--- src/rtl/seq_mon_pkg.sv ---
// Shared types and helpers for the sequence-implication monitor and its attempt slots.
package seq_mon_pkg;

  typedef enum logic [1:0] {V_NONE, V_PASS, V_FAIL, V_VACUOUS} verdict_e;

  typedef enum logic [1:0] {S_IDLE, S_ANT, S_CON_IMPL, S_WAIT_IMPLIES} slot_state_e;

  // An attempt lives ANT_LEN+CON_LEN-1 edges and starts are >=2 edges apart.
  function automatic int num_slots(input int ant_len, input int con_len);
    return (ant_len + con_len) / 2;
  endfunction

  function automatic logic [31:0] sat_add(input logic [31:0] cnt, input logic [31:0] inc,
                                          input logic [31:0] max_val);
    logic [32:0] sum;
    sum = {1'b0, cnt} + {1'b0, inc};
    return (sum > {1'b0, max_val}) ? max_val : sum[31:0];
  endfunction

endpackage

--- src/rtl/seq_attempt_slot.sv ---
// Tracks one attempt of $rose(a) ##0 a[*ANT_LEN] against b[*CON_LEN] for both |-> and implies.
module seq_attempt_slot
  import seq_mon_pkg::*;
#(
  parameter int ANT_LEN = 2,
  parameter int CON_LEN = 3
) (
  input  logic     clk,
  input  logic     rst_n,
  input  logic     i_start,
  input  logic     i_a,
  input  logic     i_b,
  output logic     o_busy,
  output verdict_e o_impl_v,
  output verdict_e o_implies_v
);

  localparam int KW = $clog2(ANT_LEN + CON_LEN + 1);
  localparam logic [KW-1:0] K_ANT_END = KW'(ANT_LEN - 1);
  localparam logic [KW-1:0] K_CON_LEN = KW'(CON_LEN);
  localparam logic [KW-1:0] K_LAST = KW'(ANT_LEN + CON_LEN - 2);
  localparam logic [KW-1:0] K_IMP_LAST = KW'(((ANT_LEN > CON_LEN) ? ANT_LEN : CON_LEN) - 1);

  slot_state_e   r_state, w_state_nxt;
  logic [KW-1:0] r_k, w_k_nxt, w_k;
  logic          r_bfail, w_bfail_nxt, w_bfail;
  logic          w_in_ant, w_matched, w_imp_pending;

  always_ff @(posedge clk or negedge rst_n) begin
    if (!rst_n) begin
      r_state <= S_IDLE;
      r_k     <= '0;
      r_bfail <= 1'b0;
    end else begin
      // NOTE: sequential state uses non-blocking assignments so every flop samples pre-edge values.
      r_state <= w_state_nxt;
      r_k     <= w_k_nxt;
      r_bfail <= w_bfail_nxt;
    end
  end

  // The start edge itself is evaluated here, so a fresh attempt sees k=0 with clean flags.
  always_comb begin
    // NOTE: every output of this block gets a default first, so no latch can be inferred.
    w_state_nxt   = r_state;
    w_k_nxt       = r_k;
    w_bfail_nxt   = r_bfail;
    o_impl_v      = V_NONE;
    o_implies_v   = V_NONE;
    w_k           = i_start ? '0 : r_k;
    w_in_ant      = i_start || (r_state == S_ANT);
    w_bfail       = (!i_start && r_bfail) || ((w_k < K_CON_LEN) && !i_b);
    w_matched     = 1'b0;
    w_imp_pending = w_in_ant || (r_state == S_WAIT_IMPLIES);

    if (i_start || (r_state != S_IDLE)) begin
      if (w_in_ant && !i_a) begin
        o_impl_v    = V_VACUOUS;
        o_implies_v = V_VACUOUS;
        w_state_nxt = S_IDLE;
      end else begin
        w_matched = !w_in_ant || (w_k == K_ANT_END);
        if (w_matched) begin
          if (!i_b)                o_impl_v = V_FAIL;
          else if (w_k == K_LAST)  o_impl_v = V_PASS;
          if (w_imp_pending) begin
            if (w_bfail)                 o_implies_v = V_FAIL;
            else if (w_k == K_IMP_LAST)  o_implies_v = V_PASS;
          end
        end
        w_k_nxt     = w_k + KW'(1);
        w_bfail_nxt = w_bfail;
        // implies always decides no later than |->, so a |-> verdict frees the slot.
        if (o_impl_v != V_NONE)
          w_state_nxt = S_IDLE;
        else if (!w_matched)
          w_state_nxt = S_ANT;
        else if (w_imp_pending && (o_implies_v == V_NONE))
          w_state_nxt = S_WAIT_IMPLIES;
        else
          w_state_nxt = S_CON_IMPL;
      end
    end
  end

  assign o_busy = (r_state != S_IDLE);

endmodule

--- src/rtl/seq_implies_monitor.sv ---
// Synthesizable checker evaluating |-> and implies for $rose(a) ##0 a[*ANT_LEN] vs b[*CON_LEN].
module seq_implies_monitor
  import seq_mon_pkg::*;
#(
  parameter int ANT_LEN = 2,
  parameter int CON_LEN = 3,
  parameter int CNT_W   = 16
) (
  input  logic             clk,
  input  logic             rst_n,
  input  logic             a,
  input  logic             b,
  output logic             impl_pass,
  output logic             impl_fail,
  output logic             implies_pass,
  output logic             implies_fail,
  output logic [CNT_W-1:0] impl_pass_cnt,
  output logic [CNT_W-1:0] impl_fail_cnt,
  output logic [CNT_W-1:0] implies_pass_cnt,
  output logic [CNT_W-1:0] implies_fail_cnt
);

  localparam int NUM_SLOTS = num_slots(ANT_LEN, CON_LEN);
  localparam logic [31:0] CNT_MAX = (CNT_W >= 32) ? 32'hFFFF_FFFF
                                                  : 32'((64'd1 << CNT_W) - 64'd1);
  // Verdict kinds, in counter/pulse index order.
  localparam int K_IMPL_PASS = 0, K_IMPL_FAIL = 1, K_IMPLIES_PASS = 2, K_IMPLIES_FAIL = 3;

  logic                 r_a_prev;
  logic                 w_rose;
  logic [NUM_SLOTS-1:0] w_start, w_busy;
  verdict_e             w_impl_v    [NUM_SLOTS];
  verdict_e             w_implies_v [NUM_SLOTS];
  logic [31:0]          w_inc       [4];
  logic [31:0]          w_cnt_nxt   [4];
  logic [3:0]           r_pulse;
  logic [CNT_W-1:0]     r_cnt       [4];

  assign w_rose = a && !r_a_prev;

  always_comb begin
    logic found;
    found   = 1'b0;
    w_start = '0;
    for (int s = 0; s < NUM_SLOTS; s++) begin
      if (w_rose && !found && !w_busy[s]) begin
        w_start[s] = 1'b1;
        found      = 1'b1;
      end
    end
  end

  for (genvar g = 0; g < NUM_SLOTS; g++) begin : g_slot
    seq_attempt_slot #(.ANT_LEN(ANT_LEN), .CON_LEN(CON_LEN)) u_slot (
      .clk        (clk),
      .rst_n      (rst_n),
      .i_start    (w_start[g]),
      .i_a        (a),
      .i_b        (b),
      .o_busy     (w_busy[g]),
      .o_impl_v   (w_impl_v[g]),
      .o_implies_v(w_implies_v[g])
    );
  end

  // Several slots can reach the same verdict on one edge; the counters add all of them.
  always_comb begin
    for (int i = 0; i < 4; i++) w_inc[i] = '0;
    for (int s = 0; s < NUM_SLOTS; s++) begin
      if (w_impl_v[s] == V_PASS)    w_inc[K_IMPL_PASS]    = w_inc[K_IMPL_PASS] + 32'd1;
      if (w_impl_v[s] == V_FAIL)    w_inc[K_IMPL_FAIL]    = w_inc[K_IMPL_FAIL] + 32'd1;
      if (w_implies_v[s] == V_PASS) w_inc[K_IMPLIES_PASS] = w_inc[K_IMPLIES_PASS] + 32'd1;
      if (w_implies_v[s] == V_FAIL) w_inc[K_IMPLIES_FAIL] = w_inc[K_IMPLIES_FAIL] + 32'd1;
    end
    for (int i = 0; i < 4; i++) w_cnt_nxt[i] = sat_add(32'(r_cnt[i]), w_inc[i], CNT_MAX);
  end

  always_ff @(posedge clk or negedge rst_n) begin
    if (!rst_n) begin
      r_a_prev <= 1'b0;
      r_pulse  <= '0;
      // NOTE: the counter array is a handful of flops, not a RAM, so resetting it is intended.
      for (int i = 0; i < 4; i++) r_cnt[i] <= '0;
    end else begin
      r_a_prev <= a;
      for (int i = 0; i < 4; i++) begin
        r_pulse[i] <= (w_inc[i] != 32'd0);
        r_cnt[i]   <= w_cnt_nxt[i][CNT_W-1:0];
      end
    end
  end

  assign impl_pass        = r_pulse[K_IMPL_PASS];
  assign impl_fail        = r_pulse[K_IMPL_FAIL];
  assign implies_pass     = r_pulse[K_IMPLIES_PASS];
  assign implies_fail     = r_pulse[K_IMPLIES_FAIL];
  assign impl_pass_cnt    = r_cnt[K_IMPL_PASS];
  assign impl_fail_cnt    = r_cnt[K_IMPL_FAIL];
  assign implies_pass_cnt = r_cnt[K_IMPLIES_PASS];
  assign implies_fail_cnt = r_cnt[K_IMPLIES_FAIL];

endmodule
--- config.mk ---
export PLATFORM = sky130hd
export DESIGN_NAME = seq_implies_monitor
export DESIGN_NICKNAME = d
export VERILOG_FILES = /design/src/rtl/seq_mon_pkg.sv /design/src/rtl/seq_attempt_slot.sv /design/src/rtl/seq_implies_monitor.sv
export SDC_FILE = /design/constraint.sdc
export NUM_CORES = 1
export LEC_CHECK = 0
export BUFFER_PORTS_ARGS = -buffer_cell sky130_fd_sc_hd__buf_4
export CAP_MARGIN = 0
export CORE_MARGIN = 2
export CORE_UTILIZATION = 53
export CTS_BUF_LIST = sky130_fd_sc_hd__clkbuf_8
export CTS_CLUSTER_SIZE = 25
export DETAILED_ROUTE_END_ITERATION = 12
export PLACE_DENSITY = 0.79
export SYNTH_ARGS = -nofsm -noshare
export SYNTH_HDL_FRONTEND = slang
export SYNTH_SLANG_ARGS = --single-unit
export TNS_END_PERCENT = 20
--- constraint.sdc ---
create_clock -name clk -period 4.1 [get_ports clk]
set_clock_uncertainty 0.05 [all_clocks]
set_input_delay 0.82 -clock clk [delete_from_list [all_inputs] [get_ports clk]]
set_output_delay 0.82 -clock clk [all_outputs]
set_load 0.03 [all_outputs]
# Word level (Yosys, flattened, before mapping)
# Index checks and enable logic that the tools add are counted.
word_totals:
  regBits: 81
  out_inout_bits: 68
  elab_cells: 145
classes:
  addsub: 10
  order_cmp: 6
  eq_ne: 18
  mux: 54
  bitwise_logic: 2
  n_reduce_logical: 43
op_table:
  columns: ["op", "n"]
  rows:
  - ["16-bit by 32-bit adder with 33-bit output", 4]
  - ["33-bit by 16-bit greater-than comparator with 1-bit output (second input constant)", 4]
  - ["32-bit by 1-bit adder with 32-bit output (second input constant)", 4]
  - ["32-bit 2-to-1 mux", 4]
  - ["32-bit nonzero test", 4]
  - ["16-bit 2-to-1 mux", 4]
  - ["2-bit 2-to-1 mux", 32]
  - ["2-bit by 1-bit == test with 1-bit output (second input constant)", 6]
  - ["2-bit == test (second input constant)", 6]
  - ["3-bit by 2-bit == test with 1-bit output (second input constant)", 4]
  - ["1-bit logical AND", 12]
  - ["1-bit 2-to-1 mux", 12]
  - ["1-bit logical OR", 10]
  - ["1-bit zero test", 9]
  - ["2-bit nonzero test", 4]
  - ["3-bit by 1-bit adder with 3-bit output (second input constant)", 2]
  - ["3-bit by 1-bit == test with 1-bit output (second input constant)", 2]
  - ["3-bit by 2-bit less-than comparator with 1-bit output (second input constant)", 2]
  - ["3-bit 2-to-1 mux", 2]
  - ["2-bit zero test", 2]
  - ["2-bit AND reduction", 2]
  - ["1-bit NOT", 2]

# Logic depth before layout (Yosys ltp)
logic_depth:
  ltp_word: 24
  depth_mapped: 18
  depth_no_buf: 16

# Hierarchy
# A second synthesis with hierarchy kept.
hier_totals:
  hier_cells: 450
  area_unflattened_um2: 4493.1
modules_own_cells:
  columns: ["mod", "instances", "cells_each", "area_per_inst_um2", "seq_area_each_um2"]
  rows:
  - ["seq_implies_monitor", 1, 344, 3573.4, 1726.7]
  - ["seq_attempt_slot (g_slot[0].u_slot)", 1, 53, 467.9, 150.1]
  - ["seq_attempt_slot (g_slot[1].u_slot)", 1, 53, 451.7, 150.1]

# Least setup slack after synthesis
# OpenSTA, ideal clock, no wires.
synth_path:
  path_kind: "in2reg"
  start: "in a"
  end: "reg r_cnt, in the netlist impl_pass_cnt[12]"
  arrival_ns: 4.195
  path_slack_ns: -0.274
  path_stages: 17
  n_path_buf: 2
  cell_sequence: "or4b_4 -> and2_1 -> inv_1 -> ha_1 -> nand2b_1 -> a2bb2oi_1 -> o21ai_0 -> or2_2 -> ha_1 -> ha_1 -> fa_1 -> and3_1 -> clkbuf_1 -> and3_1 -> nand4_1 -> buf_2 -> nand3_1"
synth_rtl:
  columns: ["element", "line", "rtl"]
  rows:
  - ["start: declaration", "seq_implies_monitor.sv:11", "input logic a,"]
  - ["end signal: indexed assignment", "seq_implies_monitor.sv:88", "r_cnt[i] <= w_cnt_nxt[i][CNT_W-1:0];"]
  - ["end: declaration", "seq_implies_monitor.sv:37", "logic [CNT_W-1:0] r_cnt [4];"]

==> impl_metrics.json <==
{
  "status": "finished, final reports clean",
  "die_area_um2": 8950,
  "drt-wirelength-per-cell_um": 14.6,
  "detail_route.wirelength_mm": 9.66,
  "finalMaxSlewViolations": 0,
  "ys_types": 49,
  "mappedNetlistArea_um2": 4350,
  "cellLeakagePower_nw": 2.85,
  "grt_start_max_net_pins": 82,
  "pwr_density_cell_nw_per_um2": 458,
  "layout_min_cycle_time_ns": 3.83,
  "timing_worst_slew_pin_value_ns": 1.02,
  "count_of_boundary_i_o_pins": 72,
  "final_common_cell": "sky130_fd_sc_hd__buf_4",
  "critPathRequiredTime_ns": 4.29,
  "summed_area_of_non_filler_cells_in_the_final_layout_um2": 5520,
  "cell_type_of_the_slowest_stage_on_the_worst_timing_path": "sky130_fd_sc_hd__or4b_4",
  "std_cell_rows": 33,
  "final-setup-viol-count": 0,
  "n_fill_cell": 657,
  "critPathMaxFanout": 12,
  "finalHoldViolCount": 0,
  "postSynthNetCount": 471,
  "worst-endpoint-arrival_ns": 4.01,
  "dp_slack_ns": -0.164,
  "drc": 0,
  "placement.io_buffers": 71,
  "postCtsSetupRepairBufs": 0,
  "placedInstanceArea_um2": 5290,
  "die_y_um": 94.6,
  "placed_cells": 644,
  "dominantRegCellSynth": "sky130_fd_sc_hd__dfrtp_1",
  "cts_resized": 0,
  "path_cells": "or4b_4 > and2_4 > inv_1 > ha_2 > nand2b_1 > a2bb2oi_2 > o21ai_2 > or2_2 > ha_1 > ha_2 > fa_2 > and3_1 > and3_4 > nand4_1 > buf_12 > nand3_1",
  "relSlewSlack": 0.320,
  "grt_pass1_vias": 3518,
  "routed_via_density": 5.51,
  "clock_insertion_delay_worst_skew_ns": 0.35,
  "finalNetCount": 582,
  "cp_bufs_invs": 2,
  "vdd_drop_max_mv": 0.313,
  "critical_path.top_delay_family": "simple AND/OR/NAND/NOR gates",
  "clkTransAtPathRegs_ns": 0.08,
  "first_pass_grt_wire_length_mm": 16.3,
  "place.gp.congestion": 0.862,
  "chipWidth_um": 94.6,
  "ys_seq_elements": 81,
  "cap_viol_max_count": 0,
  "n_antenna_cell": 0,
  "antenna_found_initial": 0,
  "startpoint_type": "flip-flop",
  "cts.htree.levels": 3,
  "clockBufferDepth": 2,
  "max_clock_freq_ghz": 0.261,
  "area_delta_synth_final_pct": 26.9,
  "setup-tns-final_ns": 0,
  "timing.hold.worst.class": "flip-flop to flip-flop",
  "portion_of_the_clock_cycle_consumed_by_the_worst_path_in_the_final_layout": 0.933,
  "drtPass1Iterations": 5,
  "grt_setup_unrepaired": "no",
  "numCtsBuffers": 9,
  "vias": 3636,
  "clock_sinks": 81,
  "drt_iter0_markers": 169,
  "worst_setup_path_end_kind": "flip-flop",
  "initial_utilization": 0.537,
  "count_of_flip_flops_with_a_built_in_enable_after_synthesis": 0,
  "critPathMostFrequentCell": "sky130_fd_sc_hd__ha_2",
  "post_route_cells_drive_above_1_share": 0.268,
  "synth_cells": 439,
  "grt_util_all_layers": 0.232,
  "ant_nets": 0,
  "worstSetupPathType": "flip-flop to flip-flop",
  "synth-warning-count": 0,
  "post_layout_nonfiller_instances": 660,
  "floorplan_core_area_um2": 8090,
  "cts_hold_repair.buffers": 0,
  "globalRouteOverflowTotal": 0,
  "synth-seq-area-share": 0.466,
  "clk_root_buffer_cell": "sky130_fd_sc_hd__clkbuf_8",
  "syn_avg_cell_area_um2": 9.91,
  "critPathMaxStageDelay_ns": 0.56,
  "layout.core_utilization": 0.682,
  "setup_slack_ns": 0.274,
  "final_cell_mix": "sky130_fd_sc_hd__buf_4, sky130_fd_sc_hd__dfrtp_1, sky130_fd_sc_hd__nand2_1",
  "async_reset_ff_frac": 1.00,
  "tritoncts_clock_tree": "done",
  "dp.final_hpwl_mm": 6.96
}
-- through the flow --
| step | hold slack (ns) | total power [mW] |
|---|---|---|
| finish | 0.501 | 2.53 |
| global route | 0.522 | 2.69 |
| CTS | 0.506 | 2.54 |
| detailed placement | 0.489 | 1.89 |
| global placement | 0.461 | 1.86 |
| floorplan | 0.445 | 1.56 |
-- worst min-delay path, delay by kind of cell (launching register included) --
family             cells  cell delay, ns
AOI/OAI and AO/OA      1            0.10
DFF                    1            0.36
and+or+nand+nor        1            0.05
-- metal layers --
layer	part of all wire	GRT usage
met5	0	0
met4	0.016	0.0870
met3	0.034	0.0423
met2	0.50	0.392
met1	0.45	0.298
-- synthesized netlist by cell type (5+ instances only) --
master	instances	area, µm²
sky130_fd_sc_hd__a21oi_1	23	115
sky130_fd_sc_hd__a31oi_1	10	62.6
sky130_fd_sc_hd__and3_1	8	50.1
sky130_fd_sc_hd__and4_1	5	43.8
sky130_fd_sc_hd__buf_2	5	25.0
sky130_fd_sc_hd__dfrtp_1	81	2030
sky130_fd_sc_hd__ha_1	24	300
sky130_fd_sc_hd__inv_1	14	52.6
sky130_fd_sc_hd__mux2_2	5	56.3
sky130_fd_sc_hd__nand2_1	58	218
sky130_fd_sc_hd__nand2b_1	15	93.8
sky130_fd_sc_hd__nand3_1	23	115
sky130_fd_sc_hd__nand4_1	8	50.1
sky130_fd_sc_hd__nor2_1	29	109
sky130_fd_sc_hd__nor2b_1	9	56.3
sky130_fd_sc_hd__nor3_1	8	40.0
sky130_fd_sc_hd__nor4_1	7	43.8
sky130_fd_sc_hd__o21ai_0	21	105
sky130_fd_sc_hd__xnor2_1	29	254
sky130_fd_sc_hd__xor2_1	5	43.8
-- power breakdown --
group	total, mW	internal [mW]	switching [mW]
Sequential	1.05	0.916	0.138
Combinational	0.827	0.361	0.466
Clock	0.648	0.357	0.291
Total	2.53	1.63	0.895
-- worst paths after layout --
| check | end | start | slack, ns | cells past startpoint |
|---|---|---|---|---|
| max | impl_pass_cnt[12]$_DFF_PN0_ | g_slot[0].u_slot.r_state[1]$_DFFE_PN0P_ | 0.27 | 16 |
| min | g_slot[0].u_slot.r_bfail$_DFFE_PN0P_ | g_slot[0].u_slot.r_bfail$_DFFE_PN0P_ | 0.50 | 2 |
| max reg2reg | impl_pass_cnt[12]$_DFF_PN0_ | g_slot[0].u_slot.r_state[1]$_DFFE_PN0P_ | 0.27 | 16 |
| min reg2reg | g_slot[0].u_slot.r_bfail$_DFFE_PN0P_ | g_slot[0].u_slot.r_bfail$_DFFE_PN0P_ | 0.50 | 2 |
| max in group asynchronous | g_slot[0].u_slot.r_state[1]$_DFFE_PN0P_ | rst_n | 2.70 | 1 |
| min in group asynchronous | implies_pass_cnt[13]$_DFF_PN0_ | rst_n | 0.56 | 1 |
-- state kept, by name, indices dropped and copies added, names as in the netlist --
register and cells:
implies_fail_cnt 16, r_pulse 4, g_slot.u_slot.r_k 6, r_a_prev 1
impl_pass_cnt 16, g_slot.u_slot.r_bfail 2, impl_fail_cnt 16, g_slot.u_slot.r_state 4
implies_pass_cnt 16
-- cell type report --
class,instances,area [µm²],area share
clock inverters,6,82.6,0.0150
repair buffers,108,823,0.149
flip-flops and latches,81,2030,0.367
inverters,14,52.6,0.00952
well taps,105,131,0.0238
clock buffers,10,138,0.0249
multi-input cells,336,2260,0.410
-- cells by family after synthesis --
logic type	synth area share
adder cells (fa/ha/maj)	0.0875
XOR/XNOR	0.0685
multiplexers	0.0129
AO/OA/AOI/OAI	0.0967
flip-flops	0.466
buffers and inverters	0.0204
AND/OR/NAND/NOR	0.248
Power figures use the tool's default switching activity.
